==> src/rtl/bcd_modn_counter.sv <==
// Multi-digit BCD modulo-N counter with up/down direction, synchronous clear,
// validated parallel load, a sticky load-error flag and a combinational
// terminal-count strobe (CARRY) for zero-latency cascading via EN.
module bcd_modn_counter #(
    parameter int DIGITS    = 2,
    parameter int MODULUS   = 60,
    parameter int RESET_VAL = 0
) (
    input  logic                CLK,
    input  logic                RST,
    input  logic                CLR,
    input  logic                LOAD,
    input  logic [4*DIGITS-1:0] LOAD_VAL,
    input  logic                EN,
    input  logic                UP,
    output logic [4*DIGITS-1:0] NUM,
    output logic                CARRY,
    output logic                ERR
);

    localparam int W = 4 * DIGITS;

    // Elaboration-time decimal to packed-BCD conversion for the constants.
    function automatic logic [W-1:0] to_bcd(input int value);
        int v;
        v      = value;
        to_bcd = '0;
        for (int i = 0; i < DIGITS; i++) begin
            to_bcd[4*i +: 4] = 4'(v % 10);
            v                = v / 10;
        end
    endfunction

    localparam logic [W-1:0] MAX_BCD = to_bcd(MODULUS - 1);
    localparam logic [W-1:0] RST_BCD = to_bcd(RESET_VAL);

    logic [W-1:0] num_q, num_d;
    logic         err_q, err_d;
    logic [W-1:0] num_inc, num_dec;
    logic         inc_c, dec_b;
    logic         nib_ok;
    logic         load_ok;
    logic         at_max, at_zero;

    // Ripple BCD increment/decrement of the current count and nibble check of LOAD_VAL.
    always_comb begin
        // NOTE: every variable assigned here gets a default first, so no path
        // through the block can leave one unassigned and infer a latch.
        num_inc = num_q;
        num_dec = num_q;
        inc_c   = 1'b1;
        dec_b   = 1'b1;
        nib_ok  = 1'b1;
        for (int i = 0; i < DIGITS; i++) begin
            if (inc_c) begin
                if (num_q[4*i +: 4] == 4'd9) begin
                    num_inc[4*i +: 4] = 4'd0;
                end else begin
                    num_inc[4*i +: 4] = num_q[4*i +: 4] + 4'd1;
                    inc_c             = 1'b0;
                end
            end
            if (dec_b) begin
                if (num_q[4*i +: 4] == 4'd0) begin
                    num_dec[4*i +: 4] = 4'd9;
                end else begin
                    num_dec[4*i +: 4] = num_q[4*i +: 4] - 4'd1;
                    dec_b             = 1'b0;
                end
            end
            if (LOAD_VAL[4*i +: 4] > 4'd9) begin
                nib_ok = 1'b0;
            end
        end
    end

    // With all nibbles <= 9, packed-BCD ordering equals decimal ordering,
    // so the range check is a plain vector compare against MODULUS-1.
    assign load_ok = nib_ok && (LOAD_VAL <= MAX_BCD);
    assign at_max  = (num_q == MAX_BCD);
    assign at_zero = (num_q == '0);

    // Terminal-count strobe: high exactly in the cycle whose edge wraps the count.
    assign CARRY = EN & ~LOAD & ~CLR & ~RST & (UP ? at_max : at_zero);

    // Next-state selection with priority CLR > LOAD > EN.
    always_comb begin
        num_d = num_q;
        err_d = err_q;
        if (CLR) begin
            num_d = '0;
            err_d = 1'b0;
        end else if (LOAD) begin
            if (load_ok) begin
                num_d = LOAD_VAL;
            end else begin
                err_d = 1'b1;
            end
        end else if (EN) begin
            if (UP) begin
                num_d = at_max ? '0 : num_inc;
            end else begin
                num_d = at_zero ? MAX_BCD : num_dec;
            end
        end
    end

    // Count and error registers with asynchronous reset to RESET_VAL / clear.
    always_ff @(posedge CLK or posedge RST) begin
        if (RST) begin
            num_q <= RST_BCD;
            err_q <= 1'b0;
        end else begin
            // NOTE: state registers use non-blocking assignment so every flop
            // samples the pre-edge values, independent of statement order.
            num_q <= num_d;
            err_q <= err_d;
        end
    end

    assign NUM = num_q;
    assign ERR = err_q;

endmodule

==> config.mk <==
export PLATFORM = sky130hd
export DESIGN_NAME = bcd_modn_counter
export DESIGN_NICKNAME = d
export VERILOG_FILES = /design/src/rtl/bcd_modn_counter.sv
export SDC_FILE = /design/constraint.sdc
export NUM_CORES = 1
export LEC_CHECK = 0
export BUFFER_PORTS_ARGS = -buffer_cell sky130_fd_sc_hd__buf_4
export CORE_MARGIN = 5
export CORE_UTILIZATION = 40
export DETAILED_ROUTE_END_ITERATION = 8
export REMOVE_ABC_BUFFERS = 1
export SLEW_MARGIN = 20
export SYNTH_ARGS = -nofsm -noshare
export SYNTH_HDL_FRONTEND = slang
export SYNTH_SLANG_ARGS = --single-unit
==> constraint.sdc <==
create_clock -name CLK -period 1.85 [get_ports CLK]
set_input_delay 0.0925 -clock CLK [delete_from_list [all_inputs] [get_ports CLK]]
set_output_delay 0.0925 -clock CLK [all_outputs]
set_load 0.05 [all_outputs]
==> results of run 1 <==
==> sequential cells by signal (all words and copies together) (netlist names) <==
register	cells
NUM	8
ERR	1
==> cell type report <==
class	instances	area [um2]
Timing Repair Buffer	37	287.8
Tap cell	28	35.03
Clock buffer	4	26.28
Multi-Input combinational cell	100	700.7
Fill cell	223	952.2
Inverter	7	26.28
Sequential cell	9	226.5
==> Yosys cell counts, drive strengths merged, types with 3 or more instances <==
cell type and n:
nand2b 3, nor3 5, buf 10, nor2 15, inv 7, ha 4, a21oi 16, nand2 10
a31oi 4, o21ai 13, dfrtp 9, o31ai 3
==> what timing repair did <==
action	4_1_cts	5_1_grt
hold endpoints to repair	9	0
endpoints found under the setup margin	1	3
buffers inserted	1	4
hold buffers	1	0
gates resized for setup	3	12
pin swaps	0	2
==> where the power goes <==
group | internal [mW] | switching (mW) | total [mW]
clock | 0.0836 | 0.0777 | 0.161
sequential | 0.227 | 0.0661 | 0.293
combinational | 0.225 | 0.321 | 0.546
==> stage by stage <==
stage               total power, mW  setup WS, ns  util (%)  std cells  hold slack, ns
CTS                          0.9596      0.008355     53.77        181         0.05089
global route                  1.065      -0.02321     57.77        185         0.07627
global placement             0.7872        0.1199     51.50        175          0.1091
finish                        1.000       0.05204     57.77        185         0.06585
detailed placement           0.7897       0.07239     51.50        175          0.1152
floorplan                    0.6109       -0.1782         -        116        -0.07958
==> worst max-delay path, cell delays in order, from the launching register on <==
cell      delay [ns]
dfrtp_1         0.40
inv_2           0.11
ha_4            0.14
nand3b_1        0.21
o21ai_2         0.22
and3_4          0.21
buf_8           0.14
==> per-layer routing <==
layer	up-vias	routed length [um]	track usage [%]
met5	-	0	0
met4	0	25	5.502
met3	4	207	2.614
met2	49	1263	22.40
met1	488	1237	23.59
li1	517	-	-
==> kinds of logic (layout without fill, tap and decap cells) <==
family / Yosys count / in the layout / synth area share [%]
AND/OR/NAND/NOR: 44 / 44 / 24.35
flip-flops: 9 / 9 / 23.32
XOR/XNOR: 1 / 1 / 0.9069
buffers and inverters: 18 / 48 / 10.23
multiplexers: 2 / 2 / 2.202
adder cells (fa/ha/maj): 4 / 4 / 5.182
AO/OA/AOI/OAI: 49 / 49 / 33.81
==> worst max-delay path by stage <==
stage / start / endpoint / slack [ns] / cells after the start
global route: NUM[1] / CARRY / -0.02 / 6
detailed placement: NUM[0] / NUM[6] / 0.07 / 7
CTS: NUM[0] / CARRY / 0.008 / 7
floorplan: NUM[0] / NUM[6] / -0.18 / 7
global placement: NUM[0] / NUM[6] / 0.12 / 7
finish: NUM[1] / CARRY / 0.05 / 6
==> results.json, run 1 <==
{
  "nets": 176,
  "maxCapViolations": 0,
  "final_area_mm2": 0.001303,
  "cts_root_buffer": "clkbuf_4",
  "async_reset_ff_share_pct": 100.0,
  "clock.fmax_mhz": 556.2,
  "fp.dieW_um": 59.14,
  "cp.required_ns": 1.76,
  "cp.arrival_ns": 1.71,
  "clkSlewWorstSetupHoldPaths_ns": 0.06,
  "start_kind": "register",
  "r2r_slack_ns": 0.11,
  "status": "completed",
  "syn2layout_area_growth_pct": 34.84,
  "setup_viol": 0,
  "synth-main-ff-cell": "dfrtp_1",
  "drt_iter0_drc": 39,
  "grtUsageTotal_pct": 15.75,
  "min_path_cells": 2,
  "yosysTopAreaCellShare_pct": 23.32,
  "via_per_inst": 5.719,
  "finClkSkew_ns": 0.001907,
  "drive_gt1_share_pct": 36.31,
  "rows": 17,
  "hold_start": "CLR",
  "clk-insertion-delay-late_ns": 0.27,
  "hp-class": "primary input to register",
  "crit_type": "register to output port",
  "htreeDepth": 1,
  "ys_seq_elements": 9,
  "hold_viol_final": 0,
  "die-area_mm2": 0.003498,
  "rr_startpoint": "NUM[0]",
  "die_h_um": 59.14,
  "yosys_warnings": 0,
  "ioPinCount": 24,
  "clock_sinks": 9,
  "dp_hpwl_mm": 1.939,
  "powerDensity_mw_per_mm2": 767.8,
  "overflow": 0,
  "layout_common_cells": "35 x buf_4, 16 x a21oi_1, 15 x nor2_1",
  "yosysTopAreaCell": "dfrtp_1",
  "cts_inserted_buffers": 3,
  "p_leak_nw": 0.5628,
  "final_common_cell": "buf_4",
  "wirelength_mm": 2.732,
  "reg2reg_depth": 8,
  "dpl_cell_area_mm2": 0.001161,
  "layout_min_cycle_time_ns": 1.798,
  "synth_seq_area_share_pct": 23.32,
  "antenna_found_initial": 0,
  "cts_tree": "done",
  "whs_endpoint": "ERR",
  "synth_cell_type_count": 39,
  "tightest_slew_ns": 0.5276,
  "netlist_area_um2": 965.9,
  "grt_max_degree": 21,
  "antenna_left": 0,
  "syn_inst": 127,
  "drv_slew": 0,
  "grt_pass1_vias": 952,
  "ir_drop_mv": 0.4617,
  "cp_max_fo": 4,
  "core-area_mm2": 0.002255,
  "slew_headroom_pct": 64.75,
  "routedWlPerCell_um": 14.77,
  "via_count": 1058,
  "port-buffer-count": 23,
  "cp-end-kind": "output port",
  "start_util_pct": 42.84,
  "place.gp.congestion": 0.7834,
  "tns_ns": 0,
  "worstReg2RegEnd": "NUM[6]",
  "cts_buffer_depth": 2,
  "synth_top_cells_by_area": "dfrtp_1 23%, a21oi_1 8.3%, nor2_1 5.8%",
  "finalCritPeriodShare_pct": 97.19,
  "dr.pass1.iters": 4,
  "synth-edff-count": 0,
  "n_antenna_cell": 0,
  "grt_pass1_wl_mm": 4.319,
  "syn_avg_cell_area_um2": 7.606,
  "drc_errors": 0
}
No activity file was read; power rests on OpenSTA's default activity.
==> inputs of run 2 (changes only) <==
--- a/config.mk
+++ b/config.mk
@@ -6,7 +6,7 @@
 export NUM_CORES = 1
 export LEC_CHECK = 0
 export BUFFER_PORTS_ARGS = -buffer_cell sky130_fd_sc_hd__buf_4
-export CORE_MARGIN = 5
+export CORE_MARGIN = 2
 export CORE_UTILIZATION = 40
 export DETAILED_ROUTE_END_ITERATION = 8
 export REMOVE_ABC_BUFFERS = 1
==> results.json, run 2 (synthesis results as in run 1) <==
{
  "status": "completed",
  "final_area_mm2": 0.001284,
  "reg2reg_depth": 8,
  "grt_pass1_wl_mm": 4.146,
  "crit_family": "simple AND/OR/NAND/NOR gates",
  "rsz0062_at_grt": "yes",
  "port-buffer-count": 23,
  "worstReg2RegEnd": "NUM[7]",
  "rows": 17,
  "die-area_mm2": 0.002824,
  "critPathBufInv": 2,
  "finClkSkew_ns": 0.002282,
  "htreeDepth": 1,
  "r2r_slack_ns": 0.09,
  "start_kind": "register",
  "final_common_cell": "buf_4",
  "grtUsageTotal_pct": 20.10,
  "largest_reg_flops": 8,
  "ioPinCount": 24,
  "grt_max_degree": 21,
  "overflow": 0,
  "syn2layout_area_growth_pct": 32.90,
  "clk-insertion-delay-late_ns": 0.26,
  "place_ws_ns": 0.06695,
  "nets": 174,
  "rr_startpoint": "NUM[1]",
  "maxCapViolations": 0,
  "cp-startpoint": "NUM[1]",
  "finalPower_mw": 0.9792,
  "powerDensity_mw_per_mm2": 762.8,
  "p_leak_nw": 0.5524,
  "wirelength_mm": 2.506,
  "min_path_cells": 2,
  "setup_viol": 0,
  "hold_start": "CLR",
  "hp-class": "primary input to register",
  "place.gp.congestion": 0.8029,
  "core-area_mm2": 0.002255,
  "layout_min_cycle_time_ns": 1.772,
  "die_h_um": 53.14,
  "dpl.cell_count": 174,
  "cp_max_fo": 4,
  "finalCritPeriodShare_pct": 95.76,
  "clock.fmax_mhz": 564.5,
  "dr.pass1.iters": 4,
  "hold_viol_final": 0,
  "cts_buffer_depth": 2,
  "ir_drop_mv": 0.5762,
  "tightest_slew_ns": 0.5048,
  "cp_slowest_cell": "dfrtp_1",
  "cp.arrival_ns": 1.68,
  "n_antenna_cell": 0,
  "cp_cell_sequence": "inv_2 > ha_4 > nand3b_1 > o21ai_2 > and3_4 > buf_6",
  "layout_setup_ws_ns": 0.07843,
  "cp.required_ns": 1.76,
  "clock_sinks": 9,
  "drive_gt1_share_pct": 35.48,
  "grt_pass1_vias": 866,
  "routedWlPerCell_um": 13.69,
  "cts_inserted_buffers": 3,
  "drc_errors": 0,
  "antenna_found_initial": 0,
  "via_count": 1013,
  "postLayoutCoreUtil_pct": 56.94,
  "cp-end-kind": "output port",
  "via_per_inst": 5.536,
  "hold_ws_ns": 0.07310,
  "worstSetupPathDepth": 6,
  "cts_tree": "done",
  "dp_hpwl_mm": 1.792,
  "layoutNonFillerInstCount": 183,
  "tns_ns": 0,
  "cp-endpoint": "CARRY",
  "max_stage_delay_ns": 0.39,
  "drv_slew": 0,
  "antenna_left": 0,
  "dpl_cell_area_mm2": 0.001154,
  "clkSlewWorstSetupHoldPaths_ns": 0.06,
  "drt_iter0_drc": 65,
  "start_util_pct": 42.84,
  "fp.dieW_um": 53.14,
  "slew_headroom_pct": 66.28,
  "layout_common_cells": "33 x buf_4, 16 x a21oi_1, 15 x nor2_1",
  "cts_root_buffer": "clkbuf_4",
  "fillers": 210,
  "crit_type": "register to output port"
}
-- run 2: changes by cell type in the layout (fill, tap and decap cells not counted), sizes merged --
cell | before | now
buf | 36 | 34
-- run 2: per-layer routing --
metal	vias to the layer above	part of all wire (%)	GRT usage, %
met4	0	1.5	8.974
met3	4	5.6	2.825
met1	463	49	29.55
li1	509	-	-
met2	37	43	28.75
met5	-	0	0
-- run 2: power breakdown --
part           switching, mW  internal [mW]
Combinational          0.311          0.217
Clock                 0.0697         0.0832
Sequential            0.0708          0.227
Total                  0.452          0.527
-- run 2: final cells by class --
cell class | count | area, um2 | share of cell area, %
multi-input cells | 100 | 700.7 | 54.58
inverters | 7 | 26.28 | 2.047
flip-flops and latches | 9 | 226.5 | 17.64
well taps | 28 | 35.03 | 2.729
repair buffers | 35 | 269.0 | 20.96
clock buffers | 4 | 26.28 | 2.047
-- run 2: timing repair --
action                                  in CTS  in global routing
endpoints found under the setup margin       1                  4
endpoints found under the hold margin        9                  0
pin swaps                                    0                  4
hold buffers                                 1                  0
gates cloned                                 0                  0
buffers inserted                             1                  3
resized for setup                            3                 11
-- run 2: worst min path at each step --
stage                        end
after global routing         ERR
after detailed placement  NUM[6]
after CTS                    ERR
final                        ERR
after global placement    NUM[5]
after floorplan              ERR
